## src/rtl/mul_rs_pkg.sv

```systemverilog
// Shared types and constants for the multiply/divide reservation station.
package mul_rs_pkg;

  localparam int unsigned ENTRIES = 3;
  localparam int unsigned DATA_W  = 8;
  localparam int unsigned TAG_W   = 3;
  localparam int unsigned REG_W   = 4;
  localparam int unsigned FUNC_W  = 4;
  localparam int unsigned OCC_W   = $clog2(ENTRIES + 1);

  localparam logic [FUNC_W-1:0] FUNC_MUL = 4'b0010;
  localparam logic [FUNC_W-1:0] FUNC_DIV = 4'b0011;

  typedef struct packed {
    logic              rdy;
    logic [DATA_W-1:0] val;
    logic [TAG_W-1:0]  tag;
  } src_t;

  typedef struct packed {
    logic              valid;
    logic [FUNC_W-1:0] func;
    logic [REG_W-1:0]  rd;
    logic [TAG_W-1:0]  rob;
    src_t              src1;
    src_t              src2;
  } entry_t;

  // Fields handed to the execution unit on dispatch.
  typedef struct packed {
    logic [FUNC_W-1:0] func;
    logic [REG_W-1:0]  rd;
    logic [TAG_W-1:0]  rob;
    logic [DATA_W-1:0] v1;
    logic [DATA_W-1:0] v2;
  } disp_t;

  function automatic logic func_supported(input logic [FUNC_W-1:0] f);
    return (f == FUNC_MUL) || (f == FUNC_DIV);
  endfunction

  function automatic src_t src_capture(input src_t s, input logic cdb_valid,
                                       input logic [TAG_W-1:0] cdb_tag,
                                       input logic [DATA_W-1:0] cdb_data);
    src_t r;
    r = s;
    if (!s.rdy && cdb_valid && (s.tag == cdb_tag)) begin
      r.rdy = 1'b1;
      r.val = cdb_data;
    end
    return r;
  endfunction

endpackage

```

## src/rtl/mul_rs_dispatch_if.sv

```systemverilog
// Issue / CDB / execution-unit bundle of the MUL/DIV reservation station.
interface mul_rs_dispatch_if;
  import mul_rs_pkg::*;

  logic              flush;
  logic              issue_valid;
  logic              issue_ready;
  logic [FUNC_W-1:0] issue_func;
  logic [REG_W-1:0]  issue_rd;
  logic [TAG_W-1:0]  issue_rob;
  logic              issue_src1_rdy;
  logic              issue_src2_rdy;
  logic [DATA_W-1:0] issue_src1_val;
  logic [DATA_W-1:0] issue_src2_val;
  logic [TAG_W-1:0]  issue_src1_tag;
  logic [TAG_W-1:0]  issue_src2_tag;
  logic              cdb_valid;
  logic [TAG_W-1:0]  cdb_tag;
  logic [DATA_W-1:0] cdb_data;
  logic              ex_ready;
  logic              ex_b;
  logic [TAG_W-1:0]  rs_index;
  logic [DATA_W-1:0] rs1_data;
  logic [DATA_W-1:0] rs2_data;
  logic [FUNC_W-1:0] func;
  logic [TAG_W-1:0]  rob_ind;
  logic [REG_W-1:0]  rd;
  logic [OCC_W-1:0]  occupancy;
  logic              bad_func;

  modport master (
    output flush, issue_valid, issue_func, issue_rd, issue_rob,
           issue_src1_rdy, issue_src2_rdy, issue_src1_val, issue_src2_val,
           issue_src1_tag, issue_src2_tag, cdb_valid, cdb_tag, cdb_data, ex_ready,
    input  issue_ready, ex_b, rs_index, rs1_data, rs2_data, func, rob_ind, rd,
           occupancy, bad_func
  );

  modport slave (
    input  flush, issue_valid, issue_func, issue_rd, issue_rob,
           issue_src1_rdy, issue_src2_rdy, issue_src1_val, issue_src2_val,
           issue_src1_tag, issue_src2_tag, cdb_valid, cdb_tag, cdb_data, ex_ready,
    output issue_ready, ex_b, rs_index, rs1_data, rs2_data, func, rob_ind, rd,
           occupancy, bad_func
  );

endinterface

```

## src/rtl/mul_rs_entry.sv

```systemverilog
// One reservation-station entry: storage, CDB tag match/capture, ready flag.
module mul_rs_entry
  import mul_rs_pkg::*;
(
  input  logic              clk_i,
  input  logic              rst_i,
  input  logic              flush_i,
  input  logic              wr_en_i,
  input  entry_t            wr_data_i,
  input  logic              clr_i,
  input  logic              cdb_valid_i,
  input  logic [TAG_W-1:0]  cdb_tag_i,
  input  logic [DATA_W-1:0] cdb_data_i,
  output logic              valid_o,
  output logic              ready_o,
  output disp_t             payload_o
);

  entry_t entry_q, entry_d;

  always_comb begin
    entry_d = entry_q;
    if (flush_i) begin
      entry_d.valid = 1'b0;
    end else if (wr_en_i) begin
      entry_d = wr_data_i;
    end else if (clr_i) begin
      entry_d.valid = 1'b0;
    end else if (entry_q.valid) begin
      entry_d.src1 = src_capture(entry_q.src1, cdb_valid_i, cdb_tag_i, cdb_data_i);
      entry_d.src2 = src_capture(entry_q.src2, cdb_valid_i, cdb_tag_i, cdb_data_i);
    end
  end

  always_ff @(posedge clk_i or posedge rst_i) begin
    if (rst_i) begin
      entry_q <= '0;
    end else begin
      entry_q <= entry_d;
    end
  end

  // Ready reflects registered state, so a same-cycle wakeup is not yet eligible.
  assign valid_o        = entry_q.valid;
  assign ready_o        = entry_q.valid & entry_q.src1.rdy & entry_q.src2.rdy;
  assign payload_o.func = entry_q.func;
  assign payload_o.rd   = entry_q.rd;
  assign payload_o.rob  = entry_q.rob;
  assign payload_o.v1   = entry_q.src1.val;
  assign payload_o.v2   = entry_q.src2.val;

endmodule

```

## src/rtl/mul_rs_dispatch.sv

```systemverilog
// MUL/DIV reservation station: issue into free slot, CDB wakeup, one dispatch per cycle.
// Optional MUL_RS_BYPASS_EN: capture a same-cycle CDB broadcast at issue time.
module mul_rs_dispatch
  import mul_rs_pkg::*;
(
  input logic                clk1,
  input logic                rst,
  mul_rs_dispatch_if.slave   bus
);

  logic [ENTRIES-1:0] valid, ready, wr_en, clr, free_oh, cand_oh;
  disp_t              payload [ENTRIES];
  entry_t             wr_entry;
  disp_t              cand;
  logic [TAG_W-1:0]   cand_idx;
  logic               free_found, cand_found, any_free, issue_fire, dispatch, supported;
  logic [OCC_W-1:0]   occ;

  logic              ex_b_q, ex_b_d, bad_func_q, bad_func_d;
  logic [TAG_W-1:0]  rs_index_q, rs_index_d;
  disp_t             out_q, out_d;

  always_comb begin
    free_oh    = '0;
    cand_oh    = '0;
    cand_idx   = '0;
    cand       = '0;
    free_found = 1'b0;
    cand_found = 1'b0;
    occ        = '0;
    for (int i = 0; i < ENTRIES; i++) begin
      occ = occ + OCC_W'(valid[i]);
      if (!valid[i] && !free_found) begin
        free_found = 1'b1;
        free_oh[i] = 1'b1;
      end
      if (ready[i] && !cand_found) begin
        cand_found = 1'b1;
        cand_oh[i] = 1'b1;
        cand_idx   = TAG_W'(i);
        cand       = payload[i];
      end
    end
  end

  assign any_free = ~&valid;
`ifdef MUL_RS_BYPASS_EN
  assign bus.issue_ready = any_free;
`else
  // Without issue-time capture, stall issue while a broadcast is on the bus.
  assign bus.issue_ready = any_free & ~bus.cdb_valid;
`endif

  assign issue_fire = bus.issue_valid & bus.issue_ready;
  assign supported  = func_supported(bus.issue_func);

  always_comb begin
    wr_entry.valid    = 1'b1;
    wr_entry.func     = bus.issue_func;
    wr_entry.rd       = bus.issue_rd;
    wr_entry.rob      = bus.issue_rob;
    wr_entry.src1.rdy = bus.issue_src1_rdy;
    wr_entry.src1.val = bus.issue_src1_val;
    wr_entry.src1.tag = bus.issue_src1_tag;
    wr_entry.src2.rdy = bus.issue_src2_rdy;
    wr_entry.src2.val = bus.issue_src2_val;
    wr_entry.src2.tag = bus.issue_src2_tag;
`ifdef MUL_RS_BYPASS_EN
    wr_entry.src1 = src_capture(wr_entry.src1, bus.cdb_valid, bus.cdb_tag, bus.cdb_data);
    wr_entry.src2 = src_capture(wr_entry.src2, bus.cdb_valid, bus.cdb_tag, bus.cdb_data);
`endif
  end

  assign wr_en    = {ENTRIES{issue_fire & supported & ~bus.flush}} & free_oh;
  assign dispatch = cand_found & bus.ex_ready & ~bus.flush;
  assign clr      = dispatch ? cand_oh : '0;

  for (genvar i = 0; i < ENTRIES; i++) begin : g_entry
    mul_rs_entry u_entry (
      .clk_i       (clk1),
      .rst_i       (rst),
      .flush_i     (bus.flush),
      .wr_en_i     (wr_en[i]),
      .wr_data_i   (wr_entry),
      .clr_i       (clr[i]),
      .cdb_valid_i (bus.cdb_valid),
      .cdb_tag_i   (bus.cdb_tag),
      .cdb_data_i  (bus.cdb_data),
      .valid_o     (valid[i]),
      .ready_o     (ready[i]),
      .payload_o   (payload[i])
    );
  end

  always_comb begin
    ex_b_d     = dispatch;
    out_d      = dispatch ? cand : out_q;
    rs_index_d = dispatch ? cand_idx : rs_index_q;
    bad_func_d = issue_fire & ~supported & ~bus.flush;
  end

  always_ff @(posedge clk1 or posedge rst) begin
    if (rst) begin
      ex_b_q     <= 1'b0;
      out_q      <= '0;
      rs_index_q <= '0;
      bad_func_q <= 1'b0;
    end else begin
      ex_b_q     <= ex_b_d;
      out_q      <= out_d;
      rs_index_q <= rs_index_d;
      bad_func_q <= bad_func_d;
    end
  end

  assign bus.ex_b      = ex_b_q;
  assign bus.rs_index  = rs_index_q;
  assign bus.rs1_data  = out_q.v1;
  assign bus.rs2_data  = out_q.v2;
  assign bus.func      = out_q.func;
  assign bus.rob_ind   = out_q.rob;
  assign bus.rd        = out_q.rd;
  assign bus.bad_func  = bad_func_q;
  assign bus.occupancy = occ;

endmodule

```

## src/flat_wrapper.sv

```systemverilog
// flat-port wrapper written by rule: the top's interface ports become plain ports
module mul_rs_dispatch_flat import mul_rs_pkg::*;
  (clk1, rst, bus_flush, bus_issue_valid, bus_issue_func, bus_issue_rd, bus_issue_rob, bus_issue_src1_rdy, bus_issue_src2_rdy, bus_issue_src1_val, bus_issue_src2_val, bus_issue_src1_tag, bus_issue_src2_tag, bus_cdb_valid, bus_cdb_tag, bus_cdb_data, bus_ex_ready, bus_issue_ready, bus_ex_b, bus_rs_index, bus_rs1_data, bus_rs2_data, bus_func, bus_rob_ind, bus_rd, bus_occupancy, bus_bad_func);
  mul_rs_dispatch_if bus_i ();
  input logic clk1;
  input logic rst;
  input wire logic [$bits(bus_i.flush)-1:0] bus_flush;
  input wire logic [$bits(bus_i.issue_valid)-1:0] bus_issue_valid;
  input wire logic [$bits(bus_i.issue_func)-1:0] bus_issue_func;
  input wire logic [$bits(bus_i.issue_rd)-1:0] bus_issue_rd;
  input wire logic [$bits(bus_i.issue_rob)-1:0] bus_issue_rob;
  input wire logic [$bits(bus_i.issue_src1_rdy)-1:0] bus_issue_src1_rdy;
  input wire logic [$bits(bus_i.issue_src2_rdy)-1:0] bus_issue_src2_rdy;
  input wire logic [$bits(bus_i.issue_src1_val)-1:0] bus_issue_src1_val;
  input wire logic [$bits(bus_i.issue_src2_val)-1:0] bus_issue_src2_val;
  input wire logic [$bits(bus_i.issue_src1_tag)-1:0] bus_issue_src1_tag;
  input wire logic [$bits(bus_i.issue_src2_tag)-1:0] bus_issue_src2_tag;
  input wire logic [$bits(bus_i.cdb_valid)-1:0] bus_cdb_valid;
  input wire logic [$bits(bus_i.cdb_tag)-1:0] bus_cdb_tag;
  input wire logic [$bits(bus_i.cdb_data)-1:0] bus_cdb_data;
  input wire logic [$bits(bus_i.ex_ready)-1:0] bus_ex_ready;
  output wire logic [$bits(bus_i.issue_ready)-1:0] bus_issue_ready;
  output wire logic [$bits(bus_i.ex_b)-1:0] bus_ex_b;
  output wire logic [$bits(bus_i.rs_index)-1:0] bus_rs_index;
  output wire logic [$bits(bus_i.rs1_data)-1:0] bus_rs1_data;
  output wire logic [$bits(bus_i.rs2_data)-1:0] bus_rs2_data;
  output wire logic [$bits(bus_i.func)-1:0] bus_func;
  output wire logic [$bits(bus_i.rob_ind)-1:0] bus_rob_ind;
  output wire logic [$bits(bus_i.rd)-1:0] bus_rd;
  output wire logic [$bits(bus_i.occupancy)-1:0] bus_occupancy;
  output wire logic [$bits(bus_i.bad_func)-1:0] bus_bad_func;
  assign bus_i.flush = bus_flush;
  assign bus_i.issue_valid = bus_issue_valid;
  assign bus_i.issue_func = bus_issue_func;
  assign bus_i.issue_rd = bus_issue_rd;
  assign bus_i.issue_rob = bus_issue_rob;
  assign bus_i.issue_src1_rdy = bus_issue_src1_rdy;
  assign bus_i.issue_src2_rdy = bus_issue_src2_rdy;
  assign bus_i.issue_src1_val = bus_issue_src1_val;
  assign bus_i.issue_src2_val = bus_issue_src2_val;
  assign bus_i.issue_src1_tag = bus_issue_src1_tag;
  assign bus_i.issue_src2_tag = bus_issue_src2_tag;
  assign bus_i.cdb_valid = bus_cdb_valid;
  assign bus_i.cdb_tag = bus_cdb_tag;
  assign bus_i.cdb_data = bus_cdb_data;
  assign bus_i.ex_ready = bus_ex_ready;
  assign bus_issue_ready = bus_i.issue_ready;
  assign bus_ex_b = bus_i.ex_b;
  assign bus_rs_index = bus_i.rs_index;
  assign bus_rs1_data = bus_i.rs1_data;
  assign bus_rs2_data = bus_i.rs2_data;
  assign bus_func = bus_i.func;
  assign bus_rob_ind = bus_i.rob_ind;
  assign bus_rd = bus_i.rd;
  assign bus_occupancy = bus_i.occupancy;
  assign bus_bad_func = bus_i.bad_func;
  mul_rs_dispatch u_core (.clk1(clk1), .rst(rst), .bus(bus_i));
endmodule
```

## config.mk

```make
export PLATFORM = sky130hd
export DESIGN_NAME = mul_rs_dispatch_flat
export DESIGN_NICKNAME = d
export VERILOG_FILES = /design/src/rtl/mul_rs_pkg.sv /design/src/rtl/mul_rs_dispatch_if.sv /design/src/rtl/mul_rs_entry.sv /design/src/rtl/mul_rs_dispatch.sv /design/src/flat_wrapper.sv
export SDC_FILE = /design/constraint.sdc
export NUM_CORES = 1
export LEC_CHECK = 0
export CORE_MARGIN = 5
export CORE_UTILIZATION = 34
export CTS_BUF_LIST = sky130_fd_sc_hd__clkbuf_16
export DETAILED_ROUTE_END_ITERATION = 6
export RECOVER_POWER = 50
export SLEW_MARGIN = 10
export SYNTH_ARGS = -nofsm -noshare
export SYNTH_HDL_FRONTEND = slang
export SYNTH_SLANG_ARGS = --single-unit
```

## constraint.sdc

```tcl
create_clock -name clk1 -period 9.74 [get_ports clk1]
set_clock_uncertainty 0.1 [all_clocks]
set_input_delay 2.435 -clock clk1 [delete_from_list [all_inputs] [get_ports clk1]]
set_output_delay 2.435 -clock clk1 [all_outputs]
set_load 0.02 [all_outputs]
```

==> summary.txt, run 1 <==
Clocking
  • Worst-skew pair later-pin latency: approximately 420 ps
  • CTS Buf Count: 17
  • CTS resizes: 0
  • CTS root buf: clkbuf_16
  • Clock slew at reported path FFs: 60 ps
  • Post-CTS Setup Bufs: 0
  • Max H-tree Level: 4
  • Maximum clock path buffer count: 2
  • CTS tree: done
  • Cts hold-fix bufs: 0
  • Clock sink total: ~140

Run status
  • Outcome: finished, violations left
  • Failing checks: max-capacitance violations, max-slew violations

Setup path
  • Most frequent CP cell: clkdlybuf4s50_1
  • Critical path class: in -> out
  • Setup crit end kind: primary output
  • CP Buf/Inv Count: 2
  • Top Family by Delay on Critical Path: buffers and inverters
  • Worst R2R Path Depth: 6
  • Critical path arrival: between 3000 and 4000 ps
  • Crit-path max FO: 8
  • CP Cell Sequence: clkdlybuf4s50_1, a31oi_1, clkdlybuf4s50_1
  • CP Launch Type: input pin
  • Crit path max-delay cell type: clkdlybuf4s50_1
  • Reg2reg start: u_core.g_entry[1].u_entry.valid_o
  • Critical Path RT: 7210 ps
  • CP peak stage delay: around 670 ps
  • Capture instance of the worst register-to-register path: u_core.bus.rs2_data[3]
  • Reg-to-reg slack, setup: about 5400 ps

Finish
  • Most frequent cells in the layout: 139 x dfrtp_1, 90 x mux2_2, 51 x clkdlybuf4s50_1
  • FILL cells: 1759
  • Commonest non-fill, non-tap cell in the layout: dfrtp_1
  • Share of cells above drive strength 1: 0.238
  • Ant. Diodes: 0
  • NumNets Final: around 650
  • Multi-input logic area: 2860 um^2
  • Synthesis-to-finish area growth: 23.3%
  • Sequential Area: ~3500 um^2

Floorplan
  • Die W: approximately 150 um
  • Core area: between 15000 and 20000 um^2
  • FP Rows: 50
  • IO Pins: 87
  • Starting density of the core: 0.348
  • Floorplan die height: about 150 um
  • Die area: approximately 22000 um^2

Run
  • Maxcap violations: 2

Synth
  • Syn Inst Count: roughly 530
  • Simple logic cell fraction of the synthesized area: 0.0913
  • Post-Syn Area: 6550 um^2
  • Compound-Gate Fraction of Synth Area: 0.110
  • Sequential share of the synthesized area: 0.531
  • Count of cell types in the netlist: 49
  • Top cells by area, synth: dfrtp_1 53%, mux2_2 15%, a221oi_1 3.6%
  • Primary FF master, synth: dfrtp_1
  • Post-Synth XOR/XNOR Area: 0.0241
  • Syn avg cell area: between 10 and 15 um^2
  • Post-Syn Nets: 581
  • Cell taking the most area after synthesis: dfrtp_1
  • Yosys warns: 0
  • Largest family of logic cells by synthesized area: multiplexers
  • Yosys top cell area share: 0.531
  • Mux share of post-synthesis cell area: 0.211
  • Flops & latches, synth: 139
  • Post-synth EDFFs: 0
  • Asr flop ratio synth: 1.00
  • Synthesized-area fraction occupied by adder cells: 0.00305

Pwr
  • Pwr Density: approximately 160 nW/um^2
  • Sw Pwr: 299 uW
  • LEAKAGE: 3.84 nW
  • Clock power frac: 0.426
  • Int Pwr: around 980 uW
  • Net Sw Frac: 0.233
  • Sequential share of power: 0.493
  • Comb power frac: 0.081
  • Max IR drop VDD: between 0.1 and 0.15 mV

Routing
  • DR vias: between 4000 and 5000
  • First-pass DRT Iterations: 5
  • Vias/cell: roughly 5.2
  • Total wire length: ~17 mm
  • Iteration-0 DRC Markers: 241
  • Drt drc: 0
  • DR WL/cell: roughly 20 um
  • Routed Antenna Nets: 0

STA
  • Fin crit share: 0.659
  • Fmax: around 0.16 GHz
  • Final setup viols: 0
  • Fin. Hold Viols: 0
  • Slew Limit Fails: between 100 and 150
  • RSZ-0062 raised after global routing: false
  • Hold slack final: 370 ps
  • Worst rel slew slack: -1.21
  • Setup tns final: 0 ps
  • Tmin final: 6420 ps
  • Actual slew at the worst max-slew pin: roughly 3300 ps

Global route
  • GR Util met1: 0.205
  • Largest net degree at the start of global routing: slightly below 80
  • Vias in the first global route: approximately 5000
  • GR Overflow Total: 0
  • First-pass GRT wire length: 27.8 mm
  • Met3 usage: 0.0325
  • Initial antenna violation count: 0
  • GR Util All Layers: 0.161
  • GR met2 Demand/Resource: 0.272
  • Gr busiest metal: met2

Worst hold path
  • HP Start: u_core.bus.rd[1]
  • Worst min-delay path class: reg -> reg
  • Hold Path Stages: 2
  • Hold Crit Endpoint: u_core.bus.rd[1]

Place
  • DP HPWL: 10.9 mm
  • RD Place Congestion: 0.797
  • Port bufs: 85
kinds of logic after synthesis:
family	Yosys count
mux	120
xor+xnor	18
buf+inv	42
other cells	1
fa+ha+maj	1
compound gates	93
flops	139
simple gates	114
layer usage:
metal | vias up | part of all wire
li1 | 2074 | -
met1 | 2349 | 0.43
met2 | 131 | 0.50
met3 | 26 | 0.047
met4 | 0 | 0.018
met5 | - | 0
stage by stage:
stage / utilization / std cells / total power, mW / cell area (um^2) / worst slack, ps
2_1_floorplan: - / 528 / 0.701 / 6550 / 3480
3_3_place_gp: 0.404 / 841 / 0.743 / 7610 / 3330
3_5_place_dp: 0.404 / 841 / 0.750 / 7610 / 3330
4_1_cts: 0.430 / 873 / 1.30 / 8110 / 3320
5_1_grt: 0.429 / 873 / 1.34 / 8080 / 3220
6_report: 0.429 / 873 / 1.28 / 8080 / 3320
power by group through the flow:
stage                     clock network [mW]  registers [mW]  logic, mW
final                                  0.546           0.633      0.104
after detailed placement                   0           0.642      0.107
after global placement                     0           0.640      0.103
after floorplan                            0           0.636     0.0650
after global routing                   0.588           0.637      0.115
after CTS                              0.559           0.633      0.107
worst reg2reg max path: stages, from the launching register on:
cell and delay, ps:
dfrtp_1 490, and3_1 230, buf_4 270, o31ai_1 2400
buf_4 620, nand2_1 110, o31ai_1 80
sequential cells by signal, summed over array words and instances (netlist names):
register	cells
u_core.bus.rs_index	2
u_core.bus.bad_func	1
u_core.bus.rs2_data	8
u_core.bus.ex_b	1
u_core.g_entry.u_entry.valid_o	3
u_core.bus.rd	4
u_core.g_entry.u_entry.payload_o	81
u_core.bus.rs1_data	8
u_core.bus.func	4
u_core.bus.rob_ind	3
u_core.g_entry.u_entry.entry_q	24
synthesized netlist by cell type, types with 14 or more instances:
cell type  instances
a21oi_1           18
buf_2             14
a221oi_1          27
mux2i_1           16
nor2_1            47
dfrtp_1          139
xnor2_1           18
mux2_2            90
clkbuf_1          21
nand2_1           30
o31ai_1           27
mux2_4            14
worst max path at each step:
stage / startpoint / endpoint / slack, ps / cells past startpoint
floorplan: rst / u_core.bus.bad_func / 3480 / 1
global placement: bus_cdb_valid / bus_issue_ready / 3330 / 3
detailed placement: bus_cdb_valid / bus_issue_ready / 3330 / 3
CTS: bus_cdb_valid / bus_issue_ready / 3320 / 3
global route: bus_cdb_valid / bus_issue_ready / 3220 / 3
finish: bus_cdb_valid / bus_issue_ready / 3320 / 3
area by class of cell:
class | instances | share of cell area
Sequential cell | 139 | 0.431
Tap cell | 260 | 0.0403
Clock buffer | 17 | 0.0527
Timing Repair Buffer | 92 | 0.112
Multi-Input combinational cell | 347 | 0.354
Clock inverter | 15 | 0.00867
Inverter | 3 | 0.00155
Power figures use the tool's default switching activity.
==> run 2, diff against run 1 <==
==> constraint.sdc (replaced) <==
create_clock -name clk1 -period 6.7 [get_ports clk1]
set_clock_uncertainty 0.1 [all_clocks]
set_input_delay 1.675 -clock clk1 [delete_from_list [all_inputs] [get_ports clk1]]
set_output_delay 1.675 -clock clk1 [all_outputs]
set_load 0.02 [all_outputs]
==> run 2 against run 1 <==
The run still ends with max-capacitance violations, max-slew violations left; global-route usage down 0.40 points; clock power up 75%; sequential power up 45%; critical path depth unchanged; sequential cell count unchanged; design area up 1.5%; first-iteration DRC count down 9.1%; critical endpoint unchanged; highest routed layer unchanged.
==> summary.txt, run 2 (same netlist as run 1, synthesis figures left out) <==
Place
  • Port bufs: 85 (unchanged)
  • RD Place Congestion: 0.762 (-4.4%)
  • Setup slack at placement: 1800 ps (-1530 ps)
  • DP HPWL: 10.9 mm (-0.11%)
  • Dpl cells: 841 (unchanged)

Finish
  • Util after Layout: 0.435 (+0.00638)
  • Non-filler cells, final: 873 (unchanged)
  • Commonest non-fill, non-tap cell in the layout: dfrtp_1
  • Ant. Diodes: 0 (unchanged)
  • Share of cells above drive strength 1: 0.246 (+0.00816)
  • Most frequent cells in the layout: 139 x dfrtp_1, 90 x mux2_2, 51 x clkdlybuf4s50_1
  • Max reg flops: 81 (unchanged)
  • FILL cells: 1722 (-2.1%)
  • Synthesis-to-finish area growth: 25.1%
  • NumNets Final: 653 (unchanged)

Clocking
  • Max H-tree Level: 4 (unchanged)
  • CTS resizes: 0 (unchanged)
  • Clock sink total: 139 (unchanged)
  • CTS tree: done
  • Cts hold-fix bufs: 0 (unchanged)
  • Clock slew at reported path FFs: 60 ps (about the same)
  • Maximum clock path buffer count: 2 (unchanged)
  • Post-CTS Setup Bufs: 0 (unchanged)
  • CTS root buf: clkbuf_16
  • CTS Buf Count: 17 (unchanged)
  • Worst-skew pair later-pin latency: 420 ps (about the same)

Global route
  • GR Overflow Total: 0 (unchanged)
  • Vias in the first global route: 4909 (-2.1%)
  • First-pass GRT wire length: 27.1 mm (-2.4%)
  • Largest net degree at the start of global routing: 97 (+26%)
  • Initial antenna violation count: 0 (unchanged)
  • GR Util All Layers: 0.157 (-0.00397)

STA
  • Actual slew at the worst max-slew pin: 2380 ps (-914 ps)
  • Fin worst setup slack: 1780 ps (-1540 ps)
  • Worst rel slew slack: -0.590 (+0.621)
  • Setup tns final: 0 ps (unchanged)
  • RSZ-0062 raised after global routing: false
  • Fin crit share: 0.734
  • Fmax: 0.203 GHz
  • Slew Limit Fails: 45 (-57%)
  • Final setup viols: 0 (unchanged)
  • Fin. Hold Viols: 0 (unchanged)
  • Tmin final: 4920 ps
  • Hold slack final: 369 ps (-0.922 ps)

Routing
  • DR WL/cell: 19.4 um (-1.5%)
  • Routed Antenna Nets: 0 (unchanged)
  • Total wire length: 16.9 mm (-1.5%)
  • Drt drc: 0 (unchanged)
  • Iteration-0 DRC Markers: 219 (-9.1%)
  • DR vias: 4506 (-1.6%)
  • Vias/cell: 5.16 (-1.6%)
  • First-pass DRT Iterations: 4 (-1)

Pwr
  • LEAKAGE: 3.85 nW (+0.27%)
  • Pwr Density: 247 nW/um^2 (+56%)
  • Max IR drop VDD: 0.179 mV (+37%)

Floorplan
  • Core area: 18800 um^2 (unchanged)
  • Starting density of the core: 0.348 (unchanged)
  • FP Rows: 50 (unchanged)
  • Die area: 22200 um^2 (unchanged)
  • Floorplan die height: 149 um (unchanged)
  • IO Pins: 87 (unchanged)
  • Die W: 149 um (unchanged)

Setup path
  • Reg2reg start: u_core.g_entry[0].u_entry.valid_o
  • Most frequent CP cell: clkdlybuf4s50_1
  • Reg-to-reg slack, setup: 4030 ps (-1320 ps)
  • Critical Path RT: 4930 ps (-2280 ps)
  • Crit path max-delay cell type: clkdlybuf4s50_1
  • Top Family by Delay on Critical Path: buffers and inverters
  • Critical path class: in -> out
  • CP Launch Type: input pin
  • CP peak stage delay: 660 ps (about the same)
  • Critical path arrival: 3140 ps (-740 ps)
  • CP Cell Sequence: clkdlybuf4s50_1, a31oi_1, clkdlybuf4s50_1
  • CP Buf/Inv Count: 2 (unchanged)
  • Crit-path max FO: 8 (unchanged)
  • Setup crit end kind: primary output
  • Worst R2R Path Depth: 5 (-1)
  • Capture instance of the worst register-to-register path: u_core.bus.rs1_data[5]

Run status
  • Outcome: finished, violations left
  • Failing checks: max-capacitance violations, max-slew violations

Run
  • Maxcap violations: 1 (-1)

Worst hold path
  • Hold Crit Endpoint: u_core.bus.rs1_data[3]
  • HP Start: u_core.bus.rs1_data[3]
  • Worst min-delay path class: reg -> reg
  • Hold Path Stages: 2 (unchanged)
run 2: final cells by class:
| cell class | count | area, um^2 | area share |
|---|---|---|---|
| clock buffer | 17 | 425 | 0.0519 |
| clock inverter | 15 | 176 | 0.0215 |
| tap | 260 | 325 | 0.0397 |
| timing repair buffer | 92 | 900 | 0.110 |
| inverter | 3 | 16.3 | 0.00198 |
| multi-input combinational | 347 | 2880 | 0.351 |
| sequential | 139 | 3480 | 0.424 |
run 2: routing by layer:
metal | global-route usage | wire length (um) | up-vias
met2 | 0.260 | 8450 | 135
met1 | 0.207 | 7280 | 2284
met4 | 0.0526 | 259 | 0
li1 | - | - | 2072
met5 | 0 | 0 | -
met3 | 0.0328 | 912 | 15
run 2: how the worst max path moves through the flow:
| stage | start | to | cells past startpoint |
|---|---|---|---|
| 2_1_floorplan | rst | u_core.bus.bad_func | 1 |
| 6_report | bus_cdb_valid | bus_issue_ready | 3 |
| 3_5_place_dp | bus_cdb_valid | bus_issue_ready | 3 |
| 3_3_place_gp | bus_cdb_valid | bus_issue_ready | 3 |
| 4_1_cts | bus_cdb_valid | bus_issue_ready | 3 |
| 5_1_grt | rst | u_core.g_entry[1].u_entry.payload_o[5] | 3 |
run 2: worst min-delay path, cell delays in order (launching register included):
cell and delay (ps):
dfrtp_1 330, nand2_1 50, o31ai_1 50
run 2: stage by stage:
stage	cell area (um^2)	power (mW)
after global placement	7610	1.08
after CTS	8210	2.05
final	8200	2.03
after global routing	8200	2.10
after detailed placement	7610	1.09
after floorplan	6550	1.02
run 2: where the power goes:
part	leakage [nW]	internal [mW]	switching, mW	total, mW
logic	1.68	0.0844	0.0690	0.153
registers	1.90	0.889	0.0296	0.919
clock network	0.280	0.584	0.369	0.953
total	3.85	1.56	0.468	2.03
==> run 3, diff against run 2 <==
==> constraint.sdc (replaced) <==
create_clock -name clk1 -period 4 [get_ports clk1]
set_clock_uncertainty 0.1 [all_clocks]
set_input_delay 1 -clock clk1 [delete_from_list [all_inputs] [get_ports clk1]]
set_output_delay 1 -clock clk1 [all_outputs]
set_load 0.02 [all_outputs]
==> run 3 against run 2 <==
The run still ends with max-capacitance violations, max-slew violations left; critical path depth is 3 higher; sequential power is 68% higher; cell count is 1.3% higher; clock power is 46% higher; core utilization is 0.080 points lower; critical endpoint is now u_core.g_entry[2].u_entry.payload_o[22]; largest power group is now registers; highest routed layer unchanged.
==> summary.txt, run 3 (same netlist as run 1, synthesis figures left out) <==
Run status
  • Outcome: finished, violations left
  • Failing checks: max-capacitance violations, max-slew violations

Finish
  • Synthesis-to-finish area growth: 24.9%
  • Ant. Diodes: 0 (unchanged)
  • Non-filler cells, final: 884 (+1.3%)
  • NumNets Final: 664 (+1.7%)
  • Commonest non-fill, non-tap cell in the layout: dfrtp_1
  • Share of cells above drive strength 1: 0.245 (-0.00114)
  • Max reg flops: 81 (unchanged)
  • Most frequent cells in the layout: 139 x dfrtp_1, 90 x mux2_2, 76 x clkdlybuf4s50_1

Routing
  • Total wire length: 16.8 mm (-0.57%)
  • Routed Antenna Nets: 0 (unchanged)
  • First-pass DRT Iterations: 5 (+1)
  • Drt drc: 0 (unchanged)
  • Iteration-0 DRC Markers: 289 (+32%)
  • Vias/cell: 5.18 (+0.38%)
  • DR WL/cell: 19.0 um (-1.8%)
  • DR vias: 4580 (+1.6%)

Setup path
  • Critical path class: in -> reg
  • CP Buf/Inv Count: 3 (+1)
  • Reg2reg start: u_core.g_entry[1].u_entry.valid_o
  • Reg-to-reg slack, setup: 1370 ps (-2660 ps)
  • CP Cell Sequence: dlygate4sd3_1, clkbuf_1, nor3b_1, nand4_2, clkbuf_1, mux2_2
  • Crit-path max FO: 31 (+23)
  • Capture instance of the worst register-to-register path: u_core.g_entry[2].u_entry.payload_o[22]
  • Worst R2R Path Depth: 4 (-1)
  • CP Depth: 6 (+3)
  • Crit path max-delay cell type: clkbuf_1
  • CP peak stage delay: 1130 ps (+470 ps)
  • Critical Path RT: 4190 ps (-740 ps)
  • Critical path arrival: 3830 ps (+690 ps)
  • Most frequent CP cell: clkbuf_1
  • CP Launch Type: input pin
  • Top Family by Delay on Critical Path: buffers and inverters
  • Setup crit end kind: flop

Pwr
  • Pwr Density: 390 nW/um^2 (+58%)
  • LEAKAGE: 3.79 nW (-1.6%)
  • Max IR drop VDD: 0.299 mV (+67%)

Run
  • Maxcap violations: 2 (+1)

Global route
  • Vias in the first global route: 4814 (-1.9%)
  • GR Overflow Total: 0 (unchanged)
  • First-pass GRT wire length: 26.7 mm (-1.5%)
  • GR Util All Layers: 0.155 (-0.00225)
  • Largest net degree at the start of global routing: 140 (+44%)
  • Initial antenna violation count: 0 (unchanged)

Floorplan
  • Die W: 149 um (unchanged)
  • Die area: 22200 um^2 (unchanged)
  • FP Rows: 50 (unchanged)
  • Floorplan die height: 149 um (unchanged)
  • Starting density of the core: 0.348 (unchanged)
  • IO Pins: 87 (unchanged)
  • Core area: 18800 um^2 (unchanged)

STA
  • Fmax: 0.274 GHz
  • Slew Limit Fails: 172 (+280%)
  • Fin crit share: 0.911
  • Actual slew at the worst max-slew pin: 1890 ps (-492 ps)
  • Final setup viols: 0 (unchanged)
  • Fin. Hold Viols: 0 (unchanged)
  • Tmin final: approximately 3600 ps
  • Setup tns final: 0 ps (unchanged)
  • RSZ-0062 raised after global routing: false
  • Worst rel slew slack: -0.261 (+0.328)

Clocking
  • Clock slew at reported path FFs: 50 ps (about the same)
  • CTS tree: done
  • Cts hold-fix bufs: 0 (unchanged)
  • Clock sink total: 139 (unchanged)
  • Worst-skew pair later-pin latency: 410 ps (about the same)
  • CTS Buf Count: 17 (unchanged)
  • CTS root buf: clkbuf_16
  • Max H-tree Level: 4 (unchanged)
  • Maximum clock path buffer count: 2 (unchanged)
  • Post-CTS Setup Bufs: 0 (unchanged)
  • CTS resizes: 0 (unchanged)

Place
  • DP HPWL: 10.9 mm (+0.51%)
  • Port bufs: 85 (unchanged)
  • Dpl cells: 852 (+1.3%)
  • RD Place Congestion: 0.780 (+2.3%)

Worst hold path
  • Worst min-delay path class: reg -> reg
  • Hold Crit Endpoint: u_core.bus.rd[2]
  • Hold Path Stages: 2 (unchanged)
  • HP Start: u_core.bus.rd[2]
-- run 3: routing by layer --
layer | wire (um) | up-vias | global-route usage
met3 | 749 | 8 | 0.0365
li1 | - | 2096 | -
met1 | 7530 | 2344 | 0.207
met2 | 8370 | 132 | 0.252
met4 | 150 | 0 | 0.0481
met5 | 0 | - | 0
-- run 3: cell type report --
type / count / area [um^2]
fill: 1751 / 10600
sequential: 139 / 3480
multi-input combinational: 347 / 2880
timing repair buffer: 103 / 971
clock buffer: 17 / 425
tap: 260 / 325
clock inverter: 15 / 92.6
inverter: 3 / 15.0
-- run 3: report_power, final --
| part | internal, mW | leakage, nW | switching [mW] |
|---|---|---|---|
| clock | 0.829 | 0.267 | 0.565 |
| sequential | 1.49 | 1.90 | 0.0491 |
| combinational | 0.143 | 1.63 | 0.114 |
-- run 3: how the worst max path moves through the flow --
stage / from / slack (ps) / endpoint
floorplan: rst / 1160 / u_core.bus.bad_func
global placement: bus_cdb_valid / 450 / bus_issue_ready
detailed placement: bus_cdb_valid / 460 / bus_issue_ready
CTS: bus_cdb_valid / 440 / bus_issue_ready
global route: bus_flush / 260 / u_core.g_entry[2].u_entry.payload_o[22]
finish: bus_flush / 360 / u_core.g_entry[2].u_entry.payload_o[22]
-- run 3: worst min-delay path: cells and delay by family, from the launching register on --
| family | cells | cell delay, ps |
|---|---|---|
| AOI/OAI and AO/OA | 1 | 50 |
| DFF | 1 | 330 |
| and+or+nand+nor | 1 | 50 |
-- run 3: stage by stage --
stage / hold slack [ps] / setup WS, ps / instance area (um^2) / utilization / total power [mW]
floorplan: 335 / 1160 / 6560 / - / 1.71
global placement: 351 / 452 / 7700 / 0.409 / 1.81
detailed placement: 353 / 455 / 7700 / 0.409 / 1.83
CTS: 370 / 436 / 8220 / 0.437 / 3.22
global route: 393 / 258 / 8180 / 0.435 / 3.32
finish: 367 / 357 / 8180 / 0.435 / 3.19
